### config.mk
export PLATFORM = sky130hd
export DESIGN_NAME = cnn_window_gen_flat
export DESIGN_NICKNAME = d
export VERILOG_FILES = /design/src/rtl/cnn_window_gen_pkg.sv /design/src/rtl/cnn_window_gen_if.sv /design/src/rtl/cnn_window_gen_line_buf.sv /design/src/rtl/cnn_window_gen.sv /design/src/flat_wrapper.sv
export SDC_FILE = /design/constraint.sdc
export NUM_CORES = 1
export LEC_CHECK = 0
export BUFFER_PORTS_ARGS = -buffer_cell sky130_fd_sc_hd__buf_4
export CORE_MARGIN = 5
export CORE_UTILIZATION = 66
export CTS_CLUSTER_SIZE = 30
export DETAILED_ROUTE_END_ITERATION = 12
export PLACE_DENSITY_LB_ADDON = 0.08
export SLEW_MARGIN = 20
export SYNTH_ARGS = -nofsm -noshare
export SYNTH_HDL_FRONTEND = slang
export SYNTH_SLANG_ARGS = --single-unit
### constraint.sdc
create_clock -name clk -period 5 [get_ports clk]
set_input_delay 1 -clock clk [delete_from_list [all_inputs] [get_ports clk]]
set_output_delay 1 -clock clk [all_outputs]
set_load 0.05 [all_outputs]
### src/rtl/cnn_window_gen_pkg.sv
// ---------------------------------------------------------------------------
// cnn_window_gen_pkg
// Purpose : shared defaults and helpers for the convolution window generator.
//           The defaults are the core geometry: channel count, kernel size,
//           feature-map bit width and image size.
// Contents: *_DEF localparams, cnt_width() helper.
// ---------------------------------------------------------------------------
package cnn_window_gen_pkg;

  localparam int CI_DEF     = 1;   // channels per pixel beat
  localparam int KX_DEF     = 3;   // kernel width
  localparam int KY_DEF     = 3;   // kernel height
  localparam int I_F_BW_DEF = 8;   // feature-map element width
  localparam int IW_DEF     = 28;  // image width  (must be >= KX)
  localparam int IH_DEF     = 28;  // image height (must be >= KY)

  // Counter width for a 0..n-1 counter. Never returns less than 1 bit.
  function automatic int cnt_width(input int n);
    return (n <= 1) ? 1 : $clog2(n);
  endfunction

endpackage

### src/rtl/cnn_window_gen_if.sv
// ---------------------------------------------------------------------------
// cnn_window_gen_if
// Purpose : pixel-in / window-out bus of cnn_window_gen.
// Signals : i_in_valid, i_in_pixel      - raster-order pixel beat (no ready)
//           o_ot_valid, o_ot_fmap       - one-cycle window pulse + window data
//           o_ot_frame_done             - marks the last window of a frame
// Modports: master = pixel source / window sink, slave = window generator.
// ---------------------------------------------------------------------------
interface cnn_window_gen_if
  import cnn_window_gen_pkg::*;
#(
  parameter int CI     = CI_DEF,
  parameter int KX     = KX_DEF,
  parameter int KY     = KY_DEF,
  parameter int I_F_BW = I_F_BW_DEF
) ();

  logic                          i_in_valid;
  logic [CI*I_F_BW-1:0]          i_in_pixel;
  logic                          o_ot_valid;
  logic [CI*KX*KY*I_F_BW-1:0]    o_ot_fmap;
  logic                          o_ot_frame_done;

  modport master (
    output i_in_valid, i_in_pixel,
    input  o_ot_valid, o_ot_fmap, o_ot_frame_done
  );

  modport slave (
    input  i_in_valid, i_in_pixel,
    output o_ot_valid, o_ot_fmap, o_ot_frame_done
  );

endinterface

### src/rtl/cnn_window_gen_line_buf.sv
// ---------------------------------------------------------------------------
// cnn_line_buf
// Purpose : DEPTH-deep shift FIFO with enable, built as a RAM with a wrapping
//           pointer. The slot under the pointer is read and overwritten in
//           the same enabled cycle, so dout_o is the din_i value from exactly
//           DEPTH enabled cycles ago.
// Ports   : clk, reset_n (async, active-low; pointer only),
//           en_i (shift enable), din_i (W bits), dout_o (W bits).
// ---------------------------------------------------------------------------
module cnn_line_buf
  import cnn_window_gen_pkg::*;
#(
  parameter int W     = 8,
  parameter int DEPTH = 28
) (
  input  logic         clk,
  input  logic         reset_n,
  input  logic         en_i,
  input  logic [W-1:0] din_i,
  output logic [W-1:0] dout_o
);

  localparam int             PW       = cnt_width(DEPTH);
  localparam logic [PW-1:0]  PTR_LAST = PW'(DEPTH - 1);

  logic [W-1:0]  mem [DEPTH];
  logic [PW-1:0] ptr_q, ptr_d;

  assign ptr_d  = (ptr_q == PTR_LAST) ? '0 : ptr_q + PW'(1);
  // Read-before-write: the oldest entry sits under the pointer.
  assign dout_o = mem[ptr_q];

  always_ff @(posedge clk or negedge reset_n) begin
    if (!reset_n) begin
      ptr_q <= '0;
    end else if (en_i) begin
      ptr_q <= ptr_d;
    end
  end

  // Storage is never cleared; stale data is masked by the window gating.
  always_ff @(posedge clk) begin
    if (en_i) begin
      mem[ptr_q] <= din_i;
    end
  end

endmodule

### src/rtl/cnn_window_gen.sv
// ---------------------------------------------------------------------------
// cnn_window_gen
// Purpose : turns a raster-order pixel stream (all CI channels per beat) into
//           KX x KY x CI windows for a stride-1, no-padding convolution.
//           KY-1 line buffers supply the rows above the live pixel; a window
//           register shifts left one column per accepted beat.
// Ports   : clk, reset_n (async, active-low), i_soft_reset (sync clear,
//           drops a beat in the same cycle), win_if (slave modport: pixel
//           beat in, window / valid / frame_done out, all registered).
// Window  : element (c, ky, kx) at bits [(c*KY*KX + ky*KX + kx)*I_F_BW +: I_F_BW]
// ---------------------------------------------------------------------------
module cnn_window_gen
  import cnn_window_gen_pkg::*;
#(
  parameter int CI     = CI_DEF,
  parameter int KX     = KX_DEF,
  parameter int KY     = KY_DEF,
  parameter int I_F_BW = I_F_BW_DEF,
  parameter int IW     = IW_DEF,
  parameter int IH     = IH_DEF
) (
  input  logic             clk,
  input  logic             reset_n,
  input  logic             i_soft_reset,
  cnn_window_gen_if.slave  win_if
);

  localparam int PXW = CI * I_F_BW;
  localparam int FW  = CI * KX * KY * I_F_BW;
  localparam int CW  = cnt_width(IW);
  localparam int RW  = cnt_width(IH);

  localparam logic [CW-1:0] COL_LAST = CW'(IW - 1);
  localparam logic [CW-1:0] COL_WIN  = CW'(KX - 1);
  localparam logic [RW-1:0] ROW_LAST = RW'(IH - 1);
  localparam logic [RW-1:0] ROW_WIN  = RW'(KY - 1);

  logic                              accept;
  logic [CW-1:0]                     col_q, col_d;
  logic [RW-1:0]                     row_q, row_d;
  // chain[0] is the live pixel, chain[k+1] is line buffer k (k+1 rows back).
  logic [KY-1:0][PXW-1:0]            chain;
  logic [KY-1:0][KX-1:0][PXW-1:0]    win_q, win_d;
  logic [FW-1:0]                     win_flat;
  logic [FW-1:0]                     fmap_q;
  logic                              win_hit, last_hit;
  logic                              valid_q, done_q;

  // Soft reset wins over a beat in the same cycle: the beat is dropped.
  assign accept   = win_if.i_in_valid & ~i_soft_reset;
  assign chain[0] = win_if.i_in_pixel;

  generate
    for (genvar gi = 0; gi < KY - 1; gi++) begin : g_line
      cnn_line_buf #(
        .W     (PXW),
        .DEPTH (IW)
      ) u_line_buf (
        .clk     (clk),
        .reset_n (reset_n),
        .en_i    (accept),
        .din_i   (chain[gi]),
        .dout_o  (chain[gi+1])
      );
    end
  endgenerate

  always_comb begin
    col_d    = col_q;
    row_d    = row_q;
    win_d    = win_q;
    win_hit  = 1'b0;
    last_hit = 1'b0;
    if (accept) begin
      // A window is complete only once KX columns of this line and KY rows of
      // this frame have arrived; this also hides line-wrap straddles and
      // rows left over from a previous frame.
      win_hit  = (row_q >= ROW_WIN) && (col_q >= COL_WIN);
      last_hit = (row_q == ROW_LAST) && (col_q == COL_LAST);
      if (col_q == COL_LAST) begin
        col_d = '0;
        row_d = (row_q == ROW_LAST) ? '0 : row_q + RW'(1);
      end else begin
        col_d = col_q + CW'(1);
      end
      for (int ky = 0; ky < KY; ky++) begin
        for (int kx = 0; kx < KX - 1; kx++) begin
          win_d[ky][kx] = win_q[ky][kx+1];
        end
        // Bottom row is the live pixel, rows above come from older lines.
        win_d[ky][KX-1] = chain[KY-1-ky];
      end
    end
  end

  // Reorder [ky][kx][c] storage into the channel-major output layout.
  generate
    for (genvar gc = 0; gc < CI; gc++) begin : g_ch
      for (genvar gy = 0; gy < KY; gy++) begin : g_row
        for (genvar gx = 0; gx < KX; gx++) begin : g_col
          assign win_flat[(gc*KY*KX + gy*KX + gx)*I_F_BW +: I_F_BW] =
                 win_d[gy][gx][gc*I_F_BW +: I_F_BW];
        end
      end
    end
  endgenerate

  always_ff @(posedge clk or negedge reset_n) begin
    if (!reset_n) begin
      col_q   <= '0;
      row_q   <= '0;
      win_q   <= '0;
      fmap_q  <= '0;
      valid_q <= 1'b0;
      done_q  <= 1'b0;
    end else if (i_soft_reset) begin
      col_q   <= '0;
      row_q   <= '0;
      win_q   <= '0;
      fmap_q  <= '0;
      valid_q <= 1'b0;
      done_q  <= 1'b0;
    end else begin
      col_q   <= col_d;
      row_q   <= row_d;
      win_q   <= win_d;
      valid_q <= win_hit;
      done_q  <= win_hit & last_hit;
      // The output only loads complete windows so it holds the last one
      // across idle cycles and partial-window beats.
      if (win_hit) begin
        fmap_q <= win_flat;
      end
    end
  end

  assign win_if.o_ot_valid      = valid_q;
  assign win_if.o_ot_frame_done = done_q;
  assign win_if.o_ot_fmap       = fmap_q;

endmodule

### src/flat_wrapper.sv
// flat-port wrapper written by rule: the top's interface ports become plain ports
module cnn_window_gen_flat import cnn_window_gen_pkg::*;
#(
  parameter int CI     = CI_DEF,
  parameter int KX     = KX_DEF,
  parameter int KY     = KY_DEF,
  parameter int I_F_BW = I_F_BW_DEF,
  parameter int IW     = IW_DEF,
  parameter int IH     = IH_DEF
)
  (clk, reset_n, i_soft_reset, win_if_i_in_valid, win_if_i_in_pixel, win_if_o_ot_valid, win_if_o_ot_fmap, win_if_o_ot_frame_done);
  cnn_window_gen_if #(.CI(CI), .KX(KX), .KY(KY), .I_F_BW(I_F_BW)) win_if_i ();
  input  logic clk;
  input  logic reset_n;
  input  logic i_soft_reset;
  input wire logic [$bits(win_if_i.i_in_valid)-1:0] win_if_i_in_valid;
  input wire logic [$bits(win_if_i.i_in_pixel)-1:0] win_if_i_in_pixel;
  output wire logic [$bits(win_if_i.o_ot_valid)-1:0] win_if_o_ot_valid;
  output wire logic [$bits(win_if_i.o_ot_fmap)-1:0] win_if_o_ot_fmap;
  output wire logic [$bits(win_if_i.o_ot_frame_done)-1:0] win_if_o_ot_frame_done;
  assign win_if_i.i_in_valid = win_if_i_in_valid;
  assign win_if_i.i_in_pixel = win_if_i_in_pixel;
  assign win_if_o_ot_valid = win_if_i.o_ot_valid;
  assign win_if_o_ot_fmap = win_if_i.o_ot_fmap;
  assign win_if_o_ot_frame_done = win_if_i.o_ot_frame_done;
  cnn_window_gen #(.CI(CI), .KX(KX), .KY(KY), .I_F_BW(I_F_BW), .IW(IW), .IH(IH)) u_core (.clk(clk), .reset_n(reset_n), .i_soft_reset(i_soft_reset), .win_if(win_if_i));
endmodule
==> results.sh <==
export IMPL_power_density_nw_per_um2=519
export IMPL_ios=86
export IMPL_firstDrtPassIters=5
export IMPL_port_buffers=85
export IMPL_crit_slowest_cell="dfrtp_4"
export IMPL_netlist_area_leader_share_pct=54.4
export IMPL_yosys_register_bits=614
export IMPL_gr_total_overflow=0
export IMPL_cts_root_buffer="clkbuf_16"
export IMPL_fin_crit_sh_pct=77.8
export IMPL_finClkSkew_ps=10.2
export IMPL_cp_start_kind="register"
export IMPL_die_area_um2=41400
export IMPL_grt_pass1_vias=13300
export IMPL_netlist_instances=1511
export IMPL_fin_area_um2=27600
export IMPL_path_clk_slew_ps=60
export IMPL_die_x_um=204
export IMPL_cts_resized=0
export IMPL_cts_sinks=614
export IMPL_hpwlAfterDp_um=33400
export IMPL_slew_violations=0
export IMPL_ir_drop_mv=0.304
export IMPL_fmax_mhz=257
export IMPL_clockBufferDepth=3
export IMPL_wl_met1_um=23600
export IMPL_seq_area_um2=17600
export IMPL_grt_max_degree=86
export IMPL_worst_slew_pin_slew_ps=1080
export IMPL_grt_use_total_pct=26.3
export IMPL_fp_row_count=70
export IMPL_vias=13500
export IMPL_cts_max_level=2
export IMPL_rsz0062_at_grt="no"
export IMPL_crit_buf_inv=2
export IMPL_die_h_um=204
export IMPL_via_per_inst=6.42
export IMPL_crit_family="buffers and inverters"
export IMPL_async_reset_ff_share_pct=27.0
export IMPL_area_delta_synth_final_pct=11.8
export IMPL_synth_area_um2=24700
export IMPL_hold_violations=0
export IMPL_regToRegStartpoint="u_core.g_line[0].u_line_buf.ptr_q[1]"
export IMPL_grt_pass1_wl_um=82800
export IMPL_drive_gt1_share_pct=18.6
export IMPL_critical_path_arrival_ps=3920
export IMPL_yosys_top_cells_area="edfxtp_1 (54%), dfrtp_1 (17%), mux2i_1 (9.4%)"
export IMPL_r2r_cells=6
export IMPL_post_cts_setup_buffer_count=0
export IMPL_cp_slowest_stage_delay_ps=990
export IMPL_ys_top_cells_by_count="edfxtp_1 (448), mux2i_1 (233), dfrtp_1 (166), nor2_1 (159), o22ai_1 (74)"
export IMPL_core_um2=36800
export IMPL_multi_input_area_um2=6510
export IMPL_ys_types=58
export IMPL_wl_per_cell_um=25.5
export IMPL_final_setup_tns_ps=0
export IMPL_r2r_slack_ps=1110
export IMPL_worstPathRequired_ps=5020
export IMPL_synth_ff_type="edfxtp_1"
export IMPL_ctsHoldBuffers=0
export IMPL_clk_latency_ps=610
export IMPL_setup_violations_final=0
export IMPL_crit_fanout=49
export IMPL_wl_met2_um=24700
export IMPL_cts_tree="done"
export IMPL_num_nets_final=1616
export IMPL_relSlewSlack_pct=27.8
export IMPL_ant_nets=0
export IMPL_yosys_area_top_type="edfxtp_1"
export IMPL_met3WireLength_um=4640
export IMPL_hold_class="in2async"
export IMPL_n_fill_cell=2239
export IMPL_critPathCaptureType="register"
export IMPL_cts_buffers=59
export IMPL_period_needed_ps=3890
export IMPL_max_cap_violations=0
export IMPL_crit_chain="buf_4, mux2i_1, o22ai_1, nor2_1, and3_4, clkinv_1"
export IMPL_highest_signal_layer="met4"
export IMPL_n_antenna_cell=0
export IMPL_leakage_nw=10.5
export IMPL_ys_warn_count=0
export IMPL_synth_avg_cell_area_um2=16.4
export IMPL_synth_edf_count=448
export IMPL_post_dp_cell_area_um2=25600
export IMPL_wl_um=53800
export IMPL_yosysSeqAreaShare_pct=71.2
export IMPL_synth_nets=1535
export IMPL_start_util_pct=67.2
export IMPL_outcome="finished, final reports clean"
export IMPL_drtIter0Drc=1134
export IMPL_reg2reg_to="u_core.g_line[1].u_line_buf.mem[3][4]"
export IMPL_worstSetupPathType="reg2reg"
export IMPL_synth_most_common_cell="edfxtp_1"
export IMPL_drc=0
export IMPL_antenna_found_initial=0
export IMPL_place_gp_congestion=0.830
## report_power, final
group          total, mW  switching [mW]  internal, mW
clock               4.64            1.84          2.80
sequential          6.72           0.427          6.29
combinational       2.99            1.99         0.993
## cell type report
type,count,share of cell area (%)
timing repair buffer,107,2.97
sequential,614,63.7
clock inverter,23,1.15
clock buffer,88,6.27
multi-input combinational,795,23.6
inverter,15,0.204
tap,468,2.12
## per-stage QoR
step / power [mW] / setup slack, ps / hold slack [ps] / instances / utilization (%)
2_1_floorplan: 8.67 / 2170 / 493 / 1511 / -
3_3_place_gp: 9.68 / 1450 / 491 / 1999 / 69.5
5_1_grt: 14.9 / 909 / 485 / 2110 / 75.1
6_report: 14.3 / 1110 / 417 / 2110 / 75.1
4_1_cts: 14.4 / 1360 / 442 / 2110 / 75.1
3_5_place_dp: 9.75 / 1370 / 497 / 1999 / 69.5
## metal layers
| metal | vias up | GRT usage, % |
|---|---|---|
| met3 | 72 | 6.06 |
| li1 | 5988 | - |
| met1 | 6934 | 40.7 |
| met5 | - | 0 |
| met2 | 551 | 39.2 |
| met4 | 0 | 5.97 |
## cells by family after synthesis
| logic type | after synthesis | share of synthesized area, % |
|---|---|---|
| buffers and inverters | 102 | 2.48 |
| XOR/XNOR | 2 | 0.0709 |
| adder cells (fa/ha/maj) | 12 | 0.607 |
| AO/OA/AOI/OAI | 160 | 4.38 |
| AND/OR/NAND/NOR | 308 | 6.58 |
| flip-flops | 614 | 71.2 |
| multiplexers | 313 | 14.6 |
## worst max-delay path by stage
stage	from	endpoint	cells past startpoint
6_report	u_core.g_line[0].u_line_buf.ptr_q[1]	u_core.g_line[1].u_line_buf.mem[3][4]	6
5_1_grt	u_core.g_line[0].u_line_buf.ptr_q[1]	u_core.g_line[1].u_line_buf.mem[21][4]	6
4_1_cts	u_core.g_line[0].u_line_buf.ptr_q[1]	u_core.g_line[1].u_line_buf.mem[18][5]	6
3_5_place_dp	u_core.g_line[0].u_line_buf.ptr_q[1]	u_core.g_line[1].u_line_buf.mem[5][5]	6
3_3_place_gp	u_core.g_line[0].u_line_buf.ptr_q[1]	u_core.g_line[1].u_line_buf.mem[5][5]	6
2_1_floorplan	win_if_i_in_valid	u_core.g_line[0].u_line_buf.mem[7][0]	6
## registers in the layout, summed over array words and instances, names as in the netlist
signal and count:
u_core.g_line.u_line_buf.ptr_q 10, u_core.row_q 5, u_core.win_if.o_ot_fmap 72, u_core.col_q 5, u_core.win_if.o_ot_valid 1, u_core.win_q 72
u_core.g_line.u_line_buf.mem 448, u_core.win_if.o_ot_frame_done 1
## layout by cell type, fill, tap and decap left out, types with 16 or more instances in the layout
master and count:
o21ai_0 18, buf_4 105, clkbuf_1 16, dfrtp_1 163
o22ai_1 74, mux2i_1 233, edfxtp_1 448, mux2_4 40
clkbuf_16 61, nand2_1 26, mux4_2 21, a211oi_1 26
mux2_2 19, nor2_1 158
Power figures use the tool's default switching activity.
